<file path="src/rtl/md5_hex_emitter.sv">
// md5_hex_emitter: streams a captured 128-bit MD5 digest as 32 ASCII hex characters, optionally CR-terminated
module md5_hex_emitter #(
    parameter bit UPPERCASE = 1'b0,
    parameter bit APPEND_CR = 1'b1
) (
    input  logic        clk,
    input  logic        reset,
    input  logic        abort,
    input  logic        dig_valid,
    output logic        dig_ready,
    input  logic [31:0] dig_a,
    input  logic [31:0] dig_b,
    input  logic [31:0] dig_c,
    input  logic [31:0] dig_d,
    output logic        ch_valid,
    input  logic        ch_ready,
    output logic [7:0]  ch_data,
    output logic        busy,
    output logic        done
);
    typedef enum logic [1:0] {IDLE, EMIT, TERM} state_t;
    state_t       state, state_n;
    logic [4:0]   nib, nib_n;
    logic [127:0] hold, hold_n, din;
    logic         valid_n, done_n, xfer;
    logic [7:0]   data_n;
    // word A sits in the top bits; bytes within a word go out little-endian, high nibble first
    function automatic logic [7:0] hex_char(input logic [127:0] d, input logic [4:0] n);
        logic [31:0] w;
        logic [7:0]  b;
        logic [3:0]  v;
        w = d[{~n[4:3], 5'd0} +: 32];
        b = w[{n[2:1], 3'd0} +: 8];
        v = n[0] ? b[3:0] : b[7:4];
        return (v < 4'd10) ? 8'h30 + {4'd0, v} : (UPPERCASE ? 8'h37 : 8'h57) + {4'd0, v};
    endfunction
    assign din       = {dig_a, dig_b, dig_c, dig_d};
    assign xfer      = ch_valid & ch_ready;
    assign dig_ready = state == IDLE;
    assign busy      = state != IDLE;
    always_comb begin
        state_n = state;
        nib_n   = nib;
        hold_n  = hold;
        valid_n = ch_valid;
        data_n  = ch_data;
        done_n  = 1'b0;
        if (abort) begin
            state_n = IDLE;
            nib_n   = 5'd0;
            valid_n = 1'b0;
        end else begin
            case (state)
                IDLE: if (dig_valid) begin
                    hold_n  = din;
                    nib_n   = 5'd0;
                    state_n = EMIT;
                    valid_n = 1'b1;
                    data_n  = hex_char(din, 5'd0);
                end
                EMIT: if (xfer) begin
                    if (nib != 5'd31) begin
                        nib_n  = nib + 5'd1;
                        data_n = hex_char(hold, nib + 5'd1);
                    end else if (APPEND_CR) begin
                        data_n  = 8'h0d;
                        state_n = TERM;
                    end else begin
                        valid_n = 1'b0;
                        done_n  = 1'b1;
                        state_n = IDLE;
                    end
                end
                TERM: if (xfer) begin
                    valid_n = 1'b0;
                    done_n  = 1'b1;
                    state_n = IDLE;
                end
                default: state_n = IDLE;
            endcase
        end
    end
    always_ff @(posedge clk or negedge reset) begin
        if (!reset) begin
            state    <= IDLE;
            nib      <= 5'd0;
            hold     <= '0;
            ch_valid <= 1'b0;
            ch_data  <= 8'h00;
            done     <= 1'b0;
        end else begin
            state    <= state_n;
            nib      <= nib_n;
            hold     <= hold_n;
            ch_valid <= valid_n;
            ch_data  <= data_n;
            done     <= done_n;
        end
    end
endmodule

</file>
<file path="config.mk">
export PLATFORM = sky130hd
export DESIGN_NAME = md5_hex_emitter
export DESIGN_NICKNAME = d
export VERILOG_FILES = /design/src/rtl/md5_hex_emitter.sv
export SDC_FILE = /design/constraint.sdc
export NUM_CORES = 1
export LEC_CHECK = 0
export CAP_MARGIN = 20
export CORE_MARGIN = 10
export CORE_UTILIZATION = 54
export CTS_BUF_LIST = sky130_fd_sc_hd__clkbuf_4 sky130_fd_sc_hd__clkbuf_8
export DETAILED_ROUTE_END_ITERATION = 6
export GPL_ROUTABILITY_DRIVEN = 0
export PLACE_DENSITY = 0.83
export SETUP_SLACK_MARGIN = 0.2
export SYNTH_ARGS = -nofsm -noshare
export SYNTH_HDL_FRONTEND = slang
export SYNTH_SLANG_ARGS = --single-unit
export TNS_END_PERCENT = 50
</file>
<file path="constraint.sdc">
create_clock -name clk -period 4.44 [get_ports clk]
set_clock_uncertainty 0.1 [all_clocks]
set_input_delay 1.11 -clock clk [delete_from_list [all_inputs] [get_ports clk]]
set_output_delay 1.11 -clock clk [all_outputs]
set_load 0.01 [all_outputs]
</file>
* Word level (Yosys, flattened, before mapping)
Cells that the tools add are included.
** Storage, ports and cells
- Output and inout bits :: 12
- Bits of input ports :: 133
- Register bits after elaboration :: 145
- Logic and storage cells :: 63
** Cells by class
- Muxes and demuxes :: 25
- Magnitude comparators :: 2
- Reductions and logical operators :: 10
- Add/subtract/negate cells :: 5
- Bitwise operators :: 3
- Shift operators :: 2
- Equal/unequal tests :: 10
** Operators with widths (number)
- $shiftx A128 B8 Y32 :: 1
- $mux W8 :: 5
- $shiftx A32 B6 Y8 :: 1
- $mux W5 :: 4
- $add A7 B4 Y8 const A :: 2
- $pmux W8 S2 :: 1
- $ne A3 B3 Y1 const B :: 5
- $add A6 B4 Y7 const A :: 2
- $reduce_and A4 Y1 :: 3
- $mux W2 :: 5
- $pmux W5 S2 :: 1
- $lt A4 B4 Y1 const B :: 2
- $mux W1 :: 6
- $pmux W2 S3 :: 1
- $reduce_and A3 Y1 :: 2
- $reduce_bool A3 Y1 :: 2
- $add A5 B1 Y5 const B :: 1
- $ne A5 B5 Y1 const B :: 1
- $mux W4 :: 1
- $ne A2 B2 Y1 const B :: 2
- $reduce_bool A2 Y1 :: 2
- $eq A2 B1 Y1 const B :: 1
- $eq A2 B2 Y1 const B :: 1
- $logic_not A2 Y1 :: 1
- 4 further kinds :: 4

* Longest topological paths before layout
Gate-level depths: netlist (run 1).
- Depth in word-level cells :: 10
- Mapped depth :: 19

* Least setup slack after synthesis (run 1)
OpenSTA, ideal clock, no wires.
- Path type :: register -> register
- From :: reg nib[3]
- To :: reg ch_data[2]
- Data required time :: 4.275 ns
- Cell stages (with the launch flop) :: 20
- Path slack :: 0.441 ns
- Setup time :: 0.065 ns
- Buffers on the path :: 5
- Arrival :: 3.834 ns
- Cell sequence :: dfrtp_1 buf_4 clkbuf_1 buf_1 and3_1 ha_1 buf_2 or2_2 clkbuf_1 o221ai_1 o21ai_0 a21oi_1 nor3_1 a21oi_1 o2111a_1 ha_1 inv_1 or3b_1 o211ai_2 a22o_1
** Between the ends
- Word-level cells in the longest chain between the ends :: 10
- Elaborated cells on any way between the ends :: 13
** RTL lines
- from (decl) :: RTL line 23 : logic [4:0] nib, nib_n;
- from (signal assigned) :: RTL line 93 : nib <= nib_n;
- $add A5 B1 Y5 :: RTL line 64 : data_n = hex_char(hold, nib + 5'd1);
- $not A2 Y2 :: RTL line 32 : w = d[{~n[4:3], 5'd0} +: 32];
- $shiftx A128 B8 Y32 :: RTL line 32
- $shiftx A32 B6 Y8 :: RTL line 33 : b = w[{n[2:1], 3'd0} +: 8];
- $mux W4 :: RTL line 34 : v = n[0] ? b[3:0] : b[7:4];
- $add A7 B4 Y8, or another cell as far along :: RTL line 35 : return (v < 4'd10) ? 8'h30 + {4'd0, v} : (UPPERCASE ? 8'h37 : 8'h57) + {4'd0, v};
- $mux W8 :: RTL line 35
- $mux W8 * :: RTL line 62 : if (nib != 5'd31) begin
- $mux W8 * :: RTL line 61 : EMIT: if (xfer) begin
- $pmux W8 S2 * :: RTL line 53 : case (state)
- to (signal assigned) :: RTL line 96 : ch_data <= data_n;
- to (decl) :: RTL line 17 : output logic [7:0] ch_data,
Mark *: on every way between the ends. The rest lies on a longest branch, timed or not. The select of a mux whose other input is x is not followed.
A chain may end at the register's enable or synchronous reset.

* Worst setup path after layout (run 1)
- From :: reg nib[0]
- To :: reg ch_data[2]
Same word-level chain as after synthesis.

==> run_results.csv, run 1 <==
group,metric,value,unit
status,status,"completed",
clock_tree,worst_skew_pair.late_latency,0.46,ns
setup_path,critical_path_class,"register to register",
clock_tree,htree_levels,4,
power,internal_power,2470,uW
sta,hold_violations,0,
sta,period_needed,4.05,ns
global_routing,grt_first_pass_wirelength,32700,um
clock_tree,clockBufferDepth,2,
global_routing,track_usage,22.2,%
logic_synthesis,yosys.area.top_type,"dfrtp_1",
layout,final-seq-area,0.00360,mm2
logic_synthesis,synth-seq-cells,144,
logic_synthesis,postSynth.asyncResetShare,100,%
setup_path,cp-start-kind,"register",
layout,num_antenna_cells,0,
sta,rsz0062_at_grt,"false",
floorplanning,die_w,137,um
drt,drc_errors,0,
floorplanning,dieArea,0.0189,mm2
clock_tree,cts_tree,"done",
drt,avgRoutedWirePerCell,20.7,um
drt,drt_iter0_drc,565,
layout,drive_above_1_share,23.6,%
run,maxCapViolCount,0,
sta,tns,0,ns
logic_synthesis,synth_top_area_share,48.5,%
min_path,min_path_type,"register to register",
logic_synthesis,syn-cell-area,0.00744,mm2
power,netSwitchingFraction,28.5,%
logic_synthesis,syn_inst,676,
layout,layout_common_cells,"dfrtp_1, clkdlybuf4s50_1, mux2_2, nand2_1, nor3_1",
floorplanning,core_area,0.0133,mm2
logic_synthesis,synth_warnings,0,
logic_synthesis,syn-num-nets,813,
clock_tree,cts.clk_slew.worst_paths,0.08,ns
power,finalPower,3450,uW
logic_synthesis,ys_seq_area_share,48.5,%
logic_synthesis,synth_edf_count,0,
layout,nets,938,
sta,setup_ws,0.390,ns
logic_synthesis,synth_area_per_cell,11.0,um2
place,dp_hpwl,15400,um
global_routing,overflow,0,
layout,multiInputGateArea,0.00358,mm2
power,ir_worst_vdd,0.000251,V
logic_synthesis,synth_area_leaders,"dfrtp_1, mux2_2, nand2_1",
global_routing,grt_pass1_vias,6207,
power,p_sw,984,uW
sta,post-route-period-util,91.2,%
floorplanning,pin_count,145,
floorplanning,rows,42,
drt,drt_pass1_iterations,7,
power,seqPwrFrac,50.5,%
global_routing,antenna_found_initial,0,
setup_path,end_kind,"register",
power,p_clk_share,27.8,%
sta,slew_viol_final,0,
clock_tree,clock_sinks,144,
place,place_inst,958,
sta,relSlewSlack,38.3,%
setup_path,cp.arrival,4.35,ns
drt,vias,5997,
logic_synthesis,ys_dominant_reg_cell,"dfrtp_1",
power,power.density,369,mW/mm2
layout,finalNonFillerCells,990,
sta,tightestPinTransition,0.926,ns
clock_tree,root_buffer,"clkbuf_8",
clock_tree,cts_made_buffers,17,
layout,area_delta_synth_final,25.8,%
layout,nFillCells,981,
power,p_leak,0.00377,uW
drt,vias_per_cell,6.06,
floorplanning,initial_utilization,55.7,%
setup_path,path_max_fanout,16,
sta,max_freq,247,MHz
logic_synthesis,ys_types,66,
floorplanning,die_h,137,um
global_routing,grt_max_degree,92,
layout,layout_commonest_cell,"dfrtp_1",
drt,ant_nets,0,
clock_tree,post_cts_buffers,0,
power,power_frac_comb,21.8,%
drt,routed_wl,20500,um
sta,holdWs,0.396,ns
setup_path,crit_required,4.74,ns
place,dpl_worst_slack,0.331,ns
sta,setup_violations,0,
place,port_buffers,143,
==> metal layers <==
layer / vias up / global-route usage (%) / routed length (um)
met3: 66 / 6.81 / 1740
li1: 2712 / - / -
met1: 2930 / 27.0 / 8060
met2: 289 / 36.1 / 10000
met4: 0 / 8.90 / 659
met5: - / 0 / 0
==> cell usage after synthesis, types with 3 or more instances <==
master / n
a21oi_1: 20
a32oi_1: 3
buf_2: 8
nor3_1: 27
and3_1: 4
nor2_1: 13
dfrtp_1: 144
nand2_1: 88
mux2i_1: 21
o221ai_1: 4
nand2b_1: 5
mux2_2: 131
nor2b_1: 8
o31ai_1: 3
a211oi_1: 12
nand4_1: 7
nand3b_1: 3
nor3b_1: 3
nand3_1: 14
ha_1: 4
clkbuf_1: 33
o22ai_1: 9
buf_4: 4
inv_1: 12
a31oi_1: 21
o21ai_0: 22
==> power by group through the flow <==
stage	Sequential (uW)	Combinational, uW	Clock [uW]
finish	1740	751	960
floorplan	1690	454	0
global placement	1750	718	0
global route	1770	821	1030
detailed placement	1760	746	0
CTS	1740	751	984
==> sequential cells by signal (all words and copies together), names as in the netlist <==
| register | flops |
|---|---|
| hold | 128 |
| ch_data | 7 |
| nib | 5 |
| state | 2 |
| ch_valid | 1 |
| done | 1 |
==> cells by family (layout without fill, tap and decap cells) <==
kind of cell / count (synthesis) / in the layout / share of synthesized area, %
AO/OA/AOI/OAI: 120 / 120 / 10.9
XOR/XNOR: 6 / 6 / 1.21
adder cells (fa/ha/maj): 4 / 4 / 0.673
buffers and inverters: 61 / 199 / 3.57
flip-flops: 144 / 144 / 48.5
multiplexers: 155 / 155 / 23.3
other: 1 / 1 / 0.0504
AND/OR/NAND/NOR: 185 / 185 / 11.9
==> layout make-up <==
type | instances | area share (%)
Sequential cell | 144 | 38.5
Timing Repair Buffer | 154 | 16.5
Clock inverter | 11 | 0.963
Clock buffer | 21 | 2.95
Tap cell | 176 | 2.35
Multi-Input combinational cell | 471 | 38.2
Inverter | 13 | 0.521
==> stage by stage <==
stage / instance area, um2 / utilization, %
3_5_place_dp: 8990 / 67.3
2_1_floorplan: 7440 / -
4_1_cts: 9350 / 70.1
6_report: 9360 / 70.1
5_1_grt: 9360 / 70.1
3_3_place_gp: 8990 / 67.3
==> worst max-delay path, cell delays in order, from the launching register on <==
cell	delay (ns)
dfrtp_2	0.52
ha_1	0.32
and3_1	0.21
ha_2	0.48
buf_4	0.27
and2_1	0.40
o21ai_0	0.22
a31oi_1	0.22
o2111a_1	0.28
ha_1	0.20
inv_1	0.06
or3b_1	0.40
o211ai_2	0.16
a22o_1	0.15
==> timing repair <==
action,4_1_cts,5_1_grt
hold endpoints to repair,0,0
resized for setup,0,3
hold buffers,0,0
endpoints found under the setup margin,0,2
==> path summary, 6_finish.rpt <==
kind,cells after the start,endpoint,startpoint,slack [ns]
hold / removal,2,ch_data[4],ch_data[4],0.40
min in group asynchronous,1,hold[127],reset,0.62
hold reg to reg,2,ch_data[4],ch_data[4],0.40
setup / recovery,13,ch_data[2],nib[0],0.39
setup reg to reg,13,ch_data[2],nib[0],0.39
max in group asynchronous,2,hold[109],reset,2.85
Note: power is estimated with default switching activity, not from simulation.
==> inputs of run 2 (changes only) <==
- CORE_UTILIZATION: 54 -> 25
- MAX_ROUTING_LAYER: default -> met4
- PLACE_DENSITY: 0.83 -> default
==> run_results.csv, run 2 (synthesized netlist as in run 1, its figures left out) <==
group,metric,value,unit
status,status,"completed",
clock_tree,worst_skew_pair.late_latency,0.46,ns
global_routing,grt_first_pass_wirelength,35700,um
sta,tns,0,ns
drt,avgRoutedWirePerCell,19.4,um
layout,layout_common_cells,"dfrtp_1, clkdlybuf4s50_1, mux2_2, nand2_1, nor3_1",
layout,largest-register,"hold",
floorplanning,rows,63,
sta,period_needed,3.97,ns
place,port_buffers,143,
setup_path,path_max_fanout,15,
sta,slew_viol_final,0,
clock_tree,clockBufferDepth,2,
layout,final_area,0.00967,mm2
global_routing,track_usage,13.1,%
sta,rsz0062_at_grt,"false",
drt,vias,5810,
setup_path,cp-endpoint,"ch_data[2]",
layout,nets,940,
setup_path,worstSetupStartpoint,"nib[0]",
sta,setup_violations,0,
drt,drt_iter0_drc,493,
power,netSwitchingFraction,29.7,%
power,p_sw,1050,uW
setup_path,cp-start-kind,"register",
drt,drc_errors,0,
place,place_area,0.00927,mm2
setup_path,end_kind,"register",
power,p_leak,0.00379,uW
drt,vias_per_cell,4.81,
drt,drt_pass1_iterations,5,
floorplanning,core_area,0.0295,mm2
drt,ant_nets,0,
drt,routed_wl,23400,um
clock_tree,cts_made_buffers,17,
power,power_frac_comb,21.2,%
layout,drive_above_1_share,23.7,%
global_routing,antenna_found_initial,1,
sta,holdWs,0.396,ns
setup_path,rrSetupSlack,0.47,ns
sta,setup_ws,0.471,ns
place,dpl_worst_slack,0.483,ns
sta,tightestPinTransition,0.754,ns
floorplanning,die_h,192,um
clock_tree,cts_hold_buf,0,
clock_tree,clock_sinks,144,
setup_path,critical_path_class,"register to register",
min_path,min_path_type,"register to register",
floorplanning,dieArea,0.0370,mm2
global_routing,grt_max_degree,132,
clock_tree,htree_levels,4,
place,dp_hpwl,17400,um
layout,area_delta_synth_final,30.0,%
run,maxCapViolCount,0,
layout,nFillCells,3018,
setup_path,crit-reg2reg-launch,"nib[0]",
layout,largest_register_ffs,128,
setup_path,cp.arrival,4.28,ns
power,internal_power,2490,uW
power,ir_worst_vdd,0.000133,V
power,p_clk_share,29.6,%
clock_tree,cts_tree,"done",
global_routing,grt_pass1_vias,5966,
sta,relSlewSlack,49.8,%
clock_tree,root_buffer,"clkbuf_8",
power,seqPwrFrac,49.2,%
floorplanning,pin_count,145,
power,power.density,366,mW/mm2
global_routing,overflow,0,
floorplanning,initial_utilization,25.2,%
sta,hold_violations,0,
setup_path,reg2regPathDepth,15,
setup_path,crit_required,4.75,ns
layout,multiInputGateArea,0.00357,mm2
setup_path,r2r_end,"ch_data[2]",
sta,post-route-period-util,89.4,%
sta,max_freq,252,MHz
clock_tree,cts.clk_slew.worst_paths,0.09,ns
floorplanning,die_w,192,um
power,finalPower,3540,uW
layout,reg_top3,"hold x128, ch_data x7, nib x5",
layout,final-seq-area,0.00360,mm2
layout,layout_commonest_cell,"dfrtp_1",
## run 2: cell count changes in the layout (fill, tap and decap cells not counted), sizes merged
cell	before	now
clkinv	6	4
buf	12	14
inv	13	15
diode	0	1
## run 2: area by class of cell
type	count	area share (%)
Clock inverter	11	1.09
Timing Repair Buffer	156	16.2
Multi-Input combinational cell	471	37.0
Inverter	13	0.505
Sequential cell	144	37.3
Antenna cell	1	0.0259
Tap cell	390	5.05
Clock buffer	21	2.92
## run 2: layer usage
layer  wire length [um]  GRT usage [%]
met1              10800           16.9
met2              11000           20.3
met3               1310           2.62
met4                327           3.67
met5                  0              -
## run 2: repair_timing
| action | 4_1_cts | 5_1_grt |
|---|---|---|
| endpoints found under the setup margin | 0 | 2 |
| hold endpoints to repair | 0 | 0 |
| resized for setup | 0 | 1 |
| buffers inserted | 0 | 0 |
## run 2: how the worst min path moves through the flow
stage	startpoint	end	slack [ns]	cells after the start
floorplan	nib[4]	nib[4]	0.36	2
global placement	ch_data[5]	ch_data[5]	0.37	1
detailed placement	ch_data[4]	ch_data[4]	0.38	2
CTS	ch_data[4]	ch_data[4]	0.40	2
global route	ch_data[5]	ch_data[5]	0.43	1
finish	ch_data[5]	ch_data[5]	0.40	1
## run 2: through the flow
| stage | util [%] | std cells |
|---|---|---|
| 2_1_floorplan | - | 676 |
| 3_3_place_gp | 31.5 | 1173 |
| 3_5_place_dp | 31.5 | 1173 |
| 4_1_cts | 32.8 | 1205 |
| 5_1_grt | 32.8 | 1207 |
| 6_report | 32.8 | 1207 |
## run 2: worst max-delay path, cell delays in order (launching register included)
cell	delay, ns
dfrtp_2	0.51
ha_1	0.31
and3_1	0.21
ha_1	0.39
or2_2	0.44
o221ai_1	0.22
o21ai_0	0.11
a21oi_1	0.17
nor3_1	0.07
a21oi_1	0.15
o2111a_1	0.30
ha_1	0.22
inv_1	0.06
or3b_1	0.38
o211ai_2	0.15
a22o_1	0.14
## run 2: power by group through the flow
stage / logic, uW / registers [uW] / clock network (uW)
CTS: 758 / 1750 / 1080
global placement: 739 / 1770 / 0
finish: 751 / 1740 / 1050
detailed placement: 753 / 1770 / 0
floorplan: 454 / 1690 / 0
global route: 830 / 1780 / 1130
==> inputs of run 3 (changes only) <==
- REMOVE_ABC_BUFFERS: default -> 1
- clock period: 4.44 -> 4.5 ns (I/O delays scaled with it)
==> run_results.csv, run 3 (synthesized netlist as in run 1, its figures left out) <==
group,metric,value,unit
drt,vias_per_cell,4.83,
sta,slew_viol_final,0,
layout,nets,942,
place,dpl_worst_slack,0.513,ns
sta,rsz0062_at_grt,"false",
place,dp_hpwl,17400,um
drt,vias,5838,
layout,reg_top3,"hold x128, ch_data x7, nib x5",
setup_path,end_kind,"register",
place,place_area,0.00927,mm2
clock_tree,worst_skew_pair.late_latency,0.46,ns
sta,setup_violations,0,
floorplanning,die_h,192,um
power,p_leak,0.00380,uW
clock_tree,cts.clk_slew.worst_paths,0.09,ns
floorplanning,core_area,0.0295,mm2
layout,drive_above_1_share,24.0,%
layout,final_area,0.00970,mm2
clock_tree,htree_levels,4,
global_routing,overflow,0,
place,port_buffers,143,
setup_path,crit_required,4.81,ns
setup_path,cp.arrival,4.24,ns
sta,tightestPinTransition,1.03,ns
floorplanning,pin_count,145,
global_routing,antenna_found_initial,0,
sta,tns,0,ns
drt,ant_nets,0,
run,maxCapViolCount,0,
sta,period_needed,3.93,ns
layout,layout_commonest_cell,"dfrtp_1",
status,status,"completed",
drt,routed_wl,23500,um
setup_path,critical_path_class,"register to register",
sta,hold_violations,0,
sta,holdWs,0.387,ns
layout,area_delta_synth_final,30.5,%
floorplanning,dieArea,0.0370,mm2
layout,finalNonFillerCells,1208,
global_routing,track_usage,13.0,%
clock_tree,clockBufferDepth,2,
sta,post-route-period-util,87.3,%
drt,drt_pass1_iterations,5,
floorplanning,die_w,192,um
clock_tree,cts_tree,"done",
clock_tree,cts_made_buffers,17,
floorplanning,initial_utilization,25.2,%
sta,relSlewSlack,31.6,%
setup_path,path_max_fanout,12,
setup_path,cp-start-kind,"register",
layout,largest_register_ffs,128,
layout,largest-register,"hold",
place,place_inst,1176,
drt,drc_errors,0,
drt,drt_iter0_drc,435,
sta,setup_ws,0.570,ns
global_routing,grt_max_degree,132,
clock_tree,cts_hold_buf,0,
drt,avgRoutedWirePerCell,19.4,um
power,ir_worst_vdd,0.000163,V
clock_tree,clock_sinks,144,
sta,max_freq,254,MHz
layout,num_antenna_cells,0,
global_routing,grt_pass1_vias,5972,
power,power.density,369,mW/mm2
min_path,min_path_type,"register to register",
clock_tree,root_buffer,"clkbuf_8",
global_routing,grt_first_pass_wirelength,35600,um
layout,layout_common_cells,"dfrtp_1, clkdlybuf4s50_1, mux2_2, nand2_1, nor3_1",
floorplanning,rows,63,
-- run 3: cell count changes in the layout (fill, tap and decap cells not counted) --
cell / previous run / this run
bufinv_16: 1 / 3
clkinv_4: 2 / 4
inv_6: 2 / 3
buf_4: 9 / 14
clkinv_2: 2 / 0
ha_1: 4 / 3
buf_2: 1 / 0
diode_2: 1 / 0
clkbuf_8: 20 / 18
ha_2: 0 / 1
buf_12: 3 / 1
clkbuf_4: 1 / 0
-- run 3: path summary, 6_finish.rpt --
path | startpoint | to | slack (ns) | cells past startpoint
max | nib[1] | ch_data[2] | 0.57 | 16
min reg2reg | ch_data[4] | ch_data[4] | 0.39 | 2
min | ch_data[4] | ch_data[4] | 0.39 | 2
max in group asynchronous | reset | hold[117] | 2.85 | 2
max reg2reg | nib[1] | ch_data[2] | 0.57 | 16
min in group asynchronous | reset | hold[1] | 0.60 | 1
-- run 3: area by class of cell --
type                            count  area [um2]
Fill cell                        3031       19800
Tap cell                          390         488
Sequential cell                   144        3600
Multi-Input combinational cell    471        3580
Timing Repair Buffer              158        1560
Inverter                           13        48.8
Clock buffer                       18         248
Clock inverter                     14         181
-- run 3: through the flow --
stage               util, %  total power (uW)
finish                 32.9              3580
global route           32.9              3780
CTS                    32.9              3630
detailed placement     31.5              2490
global placement       31.5              2480
floorplan                 -              2130
-- run 3: per-layer routing --
metal  GRT usage [%]  wire [um]  share of wire, %
met1            17.5      11300                48
met2            19.6      10700                46
met3            2.67       1100               4.7
met4            3.16        276               1.2
met5               -          0                 0
-- run 3: report_power, final --
part,internal (uW),switching [uW]
clock network,571,554
logic,434,312
registers,1530,180
total,2540,1050
-- run 3: worst max-delay path: stages, from the launching register on --
cell	delay, ns
dfrtp_1	0.45
ha_1	0.28
and3_1	0.21
ha_2	0.46
buf_4	0.21
nand2_1	0.21
o221ai_1	0.24
o21ai_0	0.12
a21oi_1	0.18
nor3_1	0.06
a21oi_1	0.19
o2111a_1	0.27
ha_1	0.19
inv_1	0.06
or3b_1	0.38
o211ai_2	0.14
a22o_1	0.13
-- run 3: what timing repair did --
action	in CTS	in global routing
setup endpoints to repair	0	1
buffers inserted	0	0
resized for setup	0	1
hold endpoints to repair	0	0
